### config.mk
export PLATFORM = sky130hd
export DESIGN_NAME = sram_req_ctrl
export DESIGN_NICKNAME = d
export VERILOG_FILES = /design/src/rtl/sram_req_ctrl.sv
export SDC_FILE = /design/constraint.sdc
export NUM_CORES = 1
export LEC_CHECK = 0
export ABC_AREA = 1
export BUFFER_PORTS_ARGS = -buffer_cell sky130_fd_sc_hd__buf_2
export CAP_MARGIN = 0
export CORE_ASPECT_RATIO = 1.25
export CORE_UTILIZATION = 40
export DETAILED_ROUTE_END_ITERATION = 8
export GPL_TIMING_DRIVEN = 0
export PLACE_DENSITY = 0.71
export SYNTH_ARGS = -nofsm -noshare
export SYNTH_HDL_FRONTEND = slang
export SYNTH_SLANG_ARGS = --single-unit
### constraint.sdc
create_clock -name clk_i -period 5.3 [get_ports clk_i]
set_clock_uncertainty 0.2 [all_clocks]
set_input_delay 0.265 -clock clk_i [delete_from_list [all_inputs] [get_ports clk_i]]
set_output_delay 0.265 -clock clk_i [all_outputs]
set_load 0.005 [all_outputs]
### src/rtl/sram_req_ctrl.sv
// sram_req_ctrl
//   Initiator side of the single-port SRAM interface. Turns a valid/ready
//   request channel into SRAM accesses (one access per accepted request, in
//   the same cycle) and returns read data, in order, through a valid/ready
//   response channel backed by a small FIFO. When INIT_EN=1 the whole macro
//   is zero-filled after reset before any request is accepted.
//
// Ports
//   clk_i, rst_i          clock, synchronous active-high reset
//   req_valid_i/ready_o   request handshake
//   req_we_i              1 = write, 0 = read
//   req_be_i              byte enables for writes (ignored for reads)
//   req_addr_i            word address
//   req_wdata_i           write data
//   rsp_valid_o/ready_i   read response handshake
//   rsp_rdata_o           read data (registered, from buffer head)
//   init_done_o           high once the controller is in RUN
//   sram_en_o/wen_o       SRAM access enable / write enable
//   sram_bm_o             byte write mask (1 = byte written)
//   sram_addr_o           SRAM address
//   sram_dat_o            SRAM write data
//   sram_dat_i            SRAM read data, valid the cycle after a read
module sram_req_ctrl #(
    parameter int BIT_WIDTH  = 64,
    parameter int WORD_DEPTH = 512,
    parameter int RSP_DEPTH  = 2,
    parameter int INIT_EN    = 1
) (
    input  logic                          clk_i,
    input  logic                          rst_i,
    input  logic                          req_valid_i,
    output logic                          req_ready_o,
    input  logic                          req_we_i,
    input  logic [BIT_WIDTH/8-1:0]        req_be_i,
    input  logic [$clog2(WORD_DEPTH)-1:0] req_addr_i,
    input  logic [BIT_WIDTH-1:0]          req_wdata_i,
    output logic                          rsp_valid_o,
    input  logic                          rsp_ready_i,
    output logic [BIT_WIDTH-1:0]          rsp_rdata_o,
    output logic                          init_done_o,
    output logic                          sram_en_o,
    output logic                          sram_wen_o,
    output logic [BIT_WIDTH/8-1:0]        sram_bm_o,
    output logic [$clog2(WORD_DEPTH)-1:0] sram_addr_o,
    output logic [BIT_WIDTH-1:0]          sram_dat_o,
    input  logic [BIT_WIDTH-1:0]          sram_dat_i
);

    localparam int AW = $clog2(WORD_DEPTH);
    localparam int BW = BIT_WIDTH / 8;
    localparam int PW = (RSP_DEPTH > 1) ? $clog2(RSP_DEPTH) : 1;
    localparam int CW = $clog2(RSP_DEPTH + 1);

    localparam logic [AW-1:0] LAST_ADDR = AW'(WORD_DEPTH - 1);
    localparam logic [CW:0]   OCC_LIMIT = (CW + 1)'(RSP_DEPTH);
    localparam logic [PW-1:0] LAST_PTR  = PW'(RSP_DEPTH - 1);

    typedef enum logic {ST_INIT, ST_RUN} state_t;

    state_t         state;
    state_t         state_next;
    logic [AW-1:0]  init_cnt;

    // Read issued to the SRAM last cycle; its data is on sram_dat_i now.
    logic           rd_vld_p1;

    logic [BIT_WIDTH-1:0] rsp_buf [RSP_DEPTH];
    logic [PW-1:0]  head;
    logic [PW-1:0]  tail;
    logic [CW-1:0]  count;

    logic           push;
    logic           pop;
    logic           rd_acc;
    logic [CW:0]    occ;

    function automatic logic [PW-1:0] ptr_inc(input logic [PW-1:0] p);
        return (p == LAST_PTR) ? '0 : p + PW'(1);
    endfunction

    // ---------------------------------------------------------------
    // FSM: state register
    // ---------------------------------------------------------------
    always_ff @(posedge clk_i) begin
        if (rst_i) begin
            state <= (INIT_EN != 0) ? ST_INIT : ST_RUN;
        end else begin
            state <= state_next;
        end
    end

    // FSM: next state. RUN is only left through reset.
    always_comb begin
        state_next = state;
        if (state == ST_INIT && init_cnt == LAST_ADDR) begin
            state_next = ST_RUN;
        end
    end

    always_ff @(posedge clk_i) begin
        if (rst_i) begin
            init_cnt <= '0;
        end else if (state == ST_INIT) begin
            init_cnt <= init_cnt + AW'(1);
        end
    end

    // Credits: entries already held or about to land, minus the one leaving
    // this cycle. Depends combinationally on rsp_ready_i so a full buffer
    // can pop and accept a new read in the same cycle.
    assign pop = rsp_valid_o & rsp_ready_i;
    assign occ = {1'b0, count} + {{CW{1'b0}}, rd_vld_p1} - {{CW{1'b0}}, pop};

    // FSM: outputs and SRAM drive
    always_comb begin
        init_done_o = 1'b0;
        req_ready_o = 1'b0;
        sram_en_o   = 1'b0;
        sram_wen_o  = 1'b0;
        sram_bm_o   = '0;
        sram_addr_o = '0;
        sram_dat_o  = '0;
        case (state)
            ST_INIT: begin
                sram_en_o   = 1'b1;
                sram_wen_o  = 1'b1;
                sram_bm_o   = '1;
                sram_addr_o = init_cnt;
            end
            ST_RUN: begin
                init_done_o = 1'b1;
                // Writes produce no response, so they never need a credit.
                req_ready_o = req_we_i | (occ < OCC_LIMIT);
                sram_en_o   = req_valid_i & req_ready_o;
                if (sram_en_o) begin
                    sram_wen_o  = req_we_i;
                    // Reads write nothing, so their mask is cleared.
                    sram_bm_o   = req_we_i ? req_be_i : {BW{1'b0}};
                    sram_addr_o = req_addr_i;
                    sram_dat_o  = req_wdata_i;
                end
            end
            default: ;
        endcase
    end

    assign rd_acc = req_valid_i & req_ready_o & ~req_we_i;

    // ---------------------------------------------------------------
    // Stage p1: SRAM read data captured into the response buffer tail
    // ---------------------------------------------------------------
    assign push = rd_vld_p1;

    always_ff @(posedge clk_i) begin
        if (rst_i) begin
            rd_vld_p1 <= 1'b0;
            head      <= '0;
            tail      <= '0;
            count     <= '0;
        end else begin
            rd_vld_p1 <= rd_acc;
            if (push) begin
                tail <= ptr_inc(tail);
            end
            if (pop) begin
                head <= ptr_inc(head);
            end
            count <= count + CW'(push) - CW'(pop);
        end
    end

    always_ff @(posedge clk_i) begin
        if (push) begin
            rsp_buf[tail] <= sram_dat_i;
        end
    end

    // ---------------------------------------------------------------
    // Stage p2: response presented from the buffer head
    // ---------------------------------------------------------------
    assign rsp_valid_o = (count != '0);
    assign rsp_rdata_o = rsp_buf[head];

endmodule

Yosys cells after proc, flatten, opt, wreduce, memory -nomap -nowiden
Memory sizes are Yosys's and may differ from the RTL's. A register that Yosys moved wholly into a read port is not among the register bits.
Cells that the tools add are included.
{"block": "totals", "regBits": 15, "ram_bits": 128, "input_bits": 150, "out_inout_bits": 150, "word_cells": 43, "mem_count": 1}
{"name": "rsp_buf", "depth": 2, "word_bits": 64, "rd": 1, "rd_ports_with_merged_regs": 1, "write_ports": 1, "line": "67", "source": "logic [BIT_WIDTH-1:0] rsp_buf [RSP_DEPTH];"}
{"block": "op_classes", "n_addsub": 7, "magnitude_cmp": 1, "n_eq_ne": 1, "n_mux": 18, "bitwise": 7, "reduce_logical": 2}
{"operator": "64-bit two-way mux", "count": 2}
{"operator": "9-bit case mux with 2 select lines", "count": 1}
{"operator": "8-bit two-way mux", "count": 2}
{"operator": "8-bit case mux with 2 select lines", "count": 1}
{"operator": "9-bit by 1-bit adder with 9-bit output, second input constant", "count": 1}
{"operator": "9-bit == test, second input constant", "count": 1}
{"operator": "1-bit two-way mux", "count": 9}
{"operator": "9-bit two-way mux", "count": 1}
{"operator": "1-bit bitwise AND", "count": 4}
{"operator": "1-bit case mux with 2 select lines", "count": 2}
{"operator": "2-bit by 1-bit adder with 3-bit output", "count": 1}
{"operator": "3-bit by 2-bit < comparator with 1-bit output, second input constant", "count": 1}
{"operator": "3-bit by 1-bit subtractor with 3-bit output", "count": 1}
{"operator": "1-bit adder, second input constant", "count": 2}
{"operator": "2-bit by 1-bit adder with 2-bit output", "count": 1}
{"operator": "1-bit NOT", "count": 2}
{"operator": "2-bit nonzero test", "count": 1}
{"operator": "2-bit by 1-bit subtractor with 2-bit output", "count": 1}
{"operator": "1-bit logical AND", "count": 1}
{"operator": "1-bit OR", "count": 1}

Logic depth before layout (Yosys ltp)
{"block": "depth", "depth_word": 8, "depth_mapped": 13, "depth_no_buf": 11}

Worst setup path before layout
OpenSTA, ideal clock, no wires.
{"block": "synth_timing", "kind": "register -> register", "from": "register rd_vld_p1 (netlist: push)", "to": "memory rsp_buf[0][0], enable pin", "t_arrival_ns": 3.077, "t_required_ns": 4.613, "path_slack_ns": 1.536, "path_stages_with_launch": 3, "path_buffers": 0, "period_less_slack_ns": 3.764, "cell_sequence": "dfxtp_1 > inv_1 > nor2_1"}
{"block": "synth_via", "elab_chain_cells": 2}
{"item": "start: declaration", "line": "65", "source": "logic rd_vld_p1;"}
{"item": "start signal: assignment", "line": "161", "source": "rd_vld_p1 <= rd_acc;"}
{"item": "1-bit two-way mux", "line": "173", "source": "if (push) begin"}
{"item": "1-bit two-way mux (not written as such)", "line": "174", "source": "rsp_buf[tail] <= sram_dat_i;"}
{"item": "end: declaration", "line": "67"}
No other way between the ends.

Final worst setup path
{"block": "layout_timing", "from": "register count[1]", "to": "output port sram_dat_o[19]"}
{"block": "layout_via", "elab_chain_cells": 8, "elab_cells_between_ends": 9}
{"item": "start: declaration", "line": "70", "source": "logic [CW-1:0] count;"}
{"item": "start signal: assignment", "line": "168", "source": "count <= count + CW'(push) - CW'(pop);"}
{"item": "2-bit nonzero test", "line": "181", "source": "assign rsp_valid_o = (count != '0);"}
{"item": "1-bit bitwise AND", "line": "111", "source": "assign pop = rsp_valid_o & rsp_ready_i;"}
{"item": "via pop", "line": "73", "source": "logic pop;"}
{"item": "3-bit by 1-bit subtractor with 3-bit output", "line": "112", "source": "assign occ = {1'b0, count} + {{CW{1'b0}}, rd_vld_p1} - {{CW{1'b0}}, pop};"}
{"item": "via occ[1]", "line": "75", "source": "logic [CW:0] occ;"}
{"item": "3-bit by 2-bit < comparator with 1-bit output", "line": "133", "source": "req_ready_o = req_we_i | (occ < OCC_LIMIT);"}
{"item": "1-bit OR", "line": "133"}
{"item": "1-bit bitwise AND", "line": "134", "source": "sram_en_o = req_valid_i & req_ready_o;"}
{"item": "64-bit two-way mux", "line": "135", "source": "if (sram_en_o) begin"}
{"item": "64-bit two-way mux", "line": "123", "source": "case (state)"}
{"item": "end: declaration", "line": "45", "source": "output logic [BIT_WIDTH-1:0] sram_dat_o,"}
The timed path passes the listed nets, and every way through them passes these cells.

==> metrics.yaml <==
status: "complete, no violations"
clk_pin_slew_ns: 0.06
r2r_slack_ns: 2.85
whs_path_depth: 3
hold_path.class: "in2reg"
yosysWarnings: 0
synth_fa_ha_area_frac: 0.0115
ys_seq_elements: 144
clock-sinks: 144
synth_area_per_cell_um2: 12.7
slowest_stage: "fa_1"
muxShareOfSynthArea: 0.118
grt_setup_unrepaired: "false"
hp-start: "rsp_ready_i"
cts_tree: "yes"
synth_top_area_share: 0.628
crit_required_ns: 4.84
area_growth_pct: 49.2
arrival_ns: 2.98
maxCapViolCount: 0
critical-path-top-delay-family: "adder cells"
yosys-top-cells-area: "edfxtp_1, mux2_2, nor2_1"
synth-simple-area-share: 0.103
ios: 300
pre_cts_slack_ns: 2.25
critical_path.startpoint_type: "flop"
r2r_cells: 11
wire_per_inst_um: 16.9
cts-root-buf: "clkbuf_16"
drive_gt1_frac: 0.488
setup_viol_count_final: 0
grt_pass1_wl_mm: 26.0
final_design_area_no_fill_mm2: 0.00913
die_y_um: 140
yosys.area_share.xor_xnor: 0
numCtsBuffers: 17
crit_path_max_fanout: 10
ys_seq_area_frac: 0.681
final_nets: 1023
cts_resized: 0
cpPeakStageDelay_ns: 0.46
synth.distinct_cells: 23
ys.flop_type: "edfxtp_1"
reg2reg_from: "count[1]$_SDFF_PP0_"
max_slew_margin: 0.409
path_class: "reg2out"
finalSetupTns_ns: 0
regArea_mm2: 0.00416
reg2reg_to: "push$_SDFF_PP0_"
clk_latency_ns: 0.40
synth_edf_count: 128
finish.utilization: 0.610
period_share: 0.650
port_buffers: 299
netlist_area_mm2: 0.00612
crit_chain: "o21a_1, ha_1, inv_1, ha_1, fa_1, nor2_1, nand2_1, nand2_1, nand3_1, buf_4, buf_6, nor2_1, buf_2"
vias: 4929
worst_pin_slew_ns: 0.887
nFillCells: 1199
grt_overflow: 0
cp_num_buf_inv: 4
design.core.area_mm2: 0.0150
synthTopCellsByCount: "edfxtp_1, nor2_1, inv_1, mux2_2, nand2_1"
fin_crit_ns: 3.44
yosysMostFrequentCell: "edfxtp_1"
dieArea_mm2: 0.0158
timing.final.ws_setup_ns: 1.86
fp.dieW_um: 113
routabilityCongestion: 0.831
first_pass_iters: 4
hpwl_mm: 13.3
clock_path_buffers: 2
grt_max_degree: 66
initial_core_util: 0.409
vias_per_cell: 4.64
place_area_mm2: 0.00789
synthesis.nets: 637
irDropWorstVdd_v: 0.000187
h-tree-depth: 4
max_freq_mhz: 290
antenna_found_initial: 1
postRouteAntennaNets: 0
multi_input_area_mm2: 0.00152
worstHoldEndpoint: "head$_SDFFE_PP0P_"
hold_viol: 0
drt_wl_total_mm: 17.9
synth_compound_area_frac: 0.0149
crit_path_end_kind: "output port"
ys_async_sr_fraction: 0
drt_iter0_markers: 177
powerDensity_mw_per_mm2: 325
synth_top_family_by_area: "multiplexers"
grt_pass1_vias: 4957
slew_violations: 0
rows: 50
yosysTopAreaCell: "edfxtp_1"
drc: 0
leakage_nw: 4.24
synthCells: 482
grt.total_usage: 0.227
## power by group
group / total (mW) / switching, mW / leakage (nW) / internal (mW)
clock: 1.15 / 0.488 / 0.270 / 0.661
combinational: 0.558 / 0.258 / 2.69 / 0.300
sequential: 1.26 / 0.0101 / 1.28 / 1.25
total: 2.96 / 0.756 / 4.24 / 2.21
## flip-flops by register name, summed over array words and instances, names as in the netlist, named ones only
signal / flops
rsp_buf: 128
init_cnt: 9
count: 2
head: 1
push: 1
state: 1
tail: 1
## kinds of logic after synthesis
logic type | Yosys count
DFF | 144
adders and majority gates | 5
muxes | 64
AOI/OAI and AO/OA | 17
buffers and inverters | 102
and+or+nand+nor | 150
## metal layers
metal | vias to the layer above | global-route usage | routed length (um)
li1 | 2384 | - | -
met1 | 2257 | 0.260 | 6900
met2 | 256 | 0.378 | 8490
met3 | 32 | 0.0848 | 2020
met4 | 0 | 0.0996 | 516
met5 | - | 0 | 0
## final cells by class
cell class | instances | share of cell area
clock inverter | 14 | 0.0160
inverter | 82 | 0.0340
timing repair buffer | 367 | 0.241
antenna | 1 | 0.000274
sequential | 144 | 0.456
tap | 182 | 0.0250
clock buffer | 17 | 0.0466
multi-input combinational | 236 | 0.167
buffer | 20 | 0.0143
## worst max path at each step
| stage | from | endpoint | slack (ns) | cells after the start |
|---|---|---|---|---|
| 2_1_floorplan | push$_SDFF_PP0_ | rsp_buf[0][0]$_DFFE_PP_ | 1.54 | 2 |
| 3_3_place_gp | push$_SDFF_PP0_ | rsp_buf[0][11]$_DFFE_PP_ | -0.17 | 2 |
| 3_5_place_dp | count[1]$_SDFF_PP0_ | sram_dat_o[19] | 2.25 | 13 |
| 4_1_cts | count[1]$_SDFF_PP0_ | sram_dat_o[19] | 1.80 | 13 |
| 5_1_grt | count[1]$_SDFF_PP0_ | sram_dat_o[19] | 1.62 | 13 |
| 6_report | count[1]$_SDFF_PP0_ | sram_dat_o[19] | 1.86 | 13 |
## metrics by stage
| stage | power (mW) | instances | hold slack (ns) |
|---|---|---|---|
| finish | 2.96 | 1063 | 0.0903 |
| global route | 3.08 | 1063 | 0.117 |
| CTS | 2.99 | 1062 | 0.0840 |
| detailed placement | 1.80 | 965 | 0.249 |
| global placement | 1.79 | 963 | 0.237 |
| floorplan | 1.58 | 482 | 0.136 |
## worst reg2reg max path: stages, from the launching register on
cell and delay [ns]:
dfxtp_1 0.34, o21a_1 0.24, ha_1 0.29, inv_1 0.04, ha_1 0.18, fa_1 0.51
nor2_1 0.05, nand2_1 0.07, nand2_1 0.06, nand3_1 0.08, buf_4 0.21, nor2_1 0.05
## repair_timing
action                                 CTS  global route
endpoints found under the hold margin  135             0
buffers inserted                         0             0
hold buffers                            66             0
## cell usage in the layout, fill, tap and decap left out, types with 5 or more instances in the layout
master | netlist | layout
buf_2 | 11 | 310
edfxtp_1 | 128 | 128
nor2_1 | 86 | 85
inv_1 | 81 | 80
dlygate4sd3_1 | 0 | 66
mux2_2 | 64 | 64
nand2_1 | 33 | 33
clkbuf_16 | 0 | 17
dfxtp_1 | 16 | 16
nand4_1 | 12 | 12
nor2_2 | 11 | 11
a21oi_1 | 9 | 9
o21ai_0 | 6 | 6
inv_6 | 0 | 6
buf_6 | 5 | 5
(Power assumes the default switching activity.)
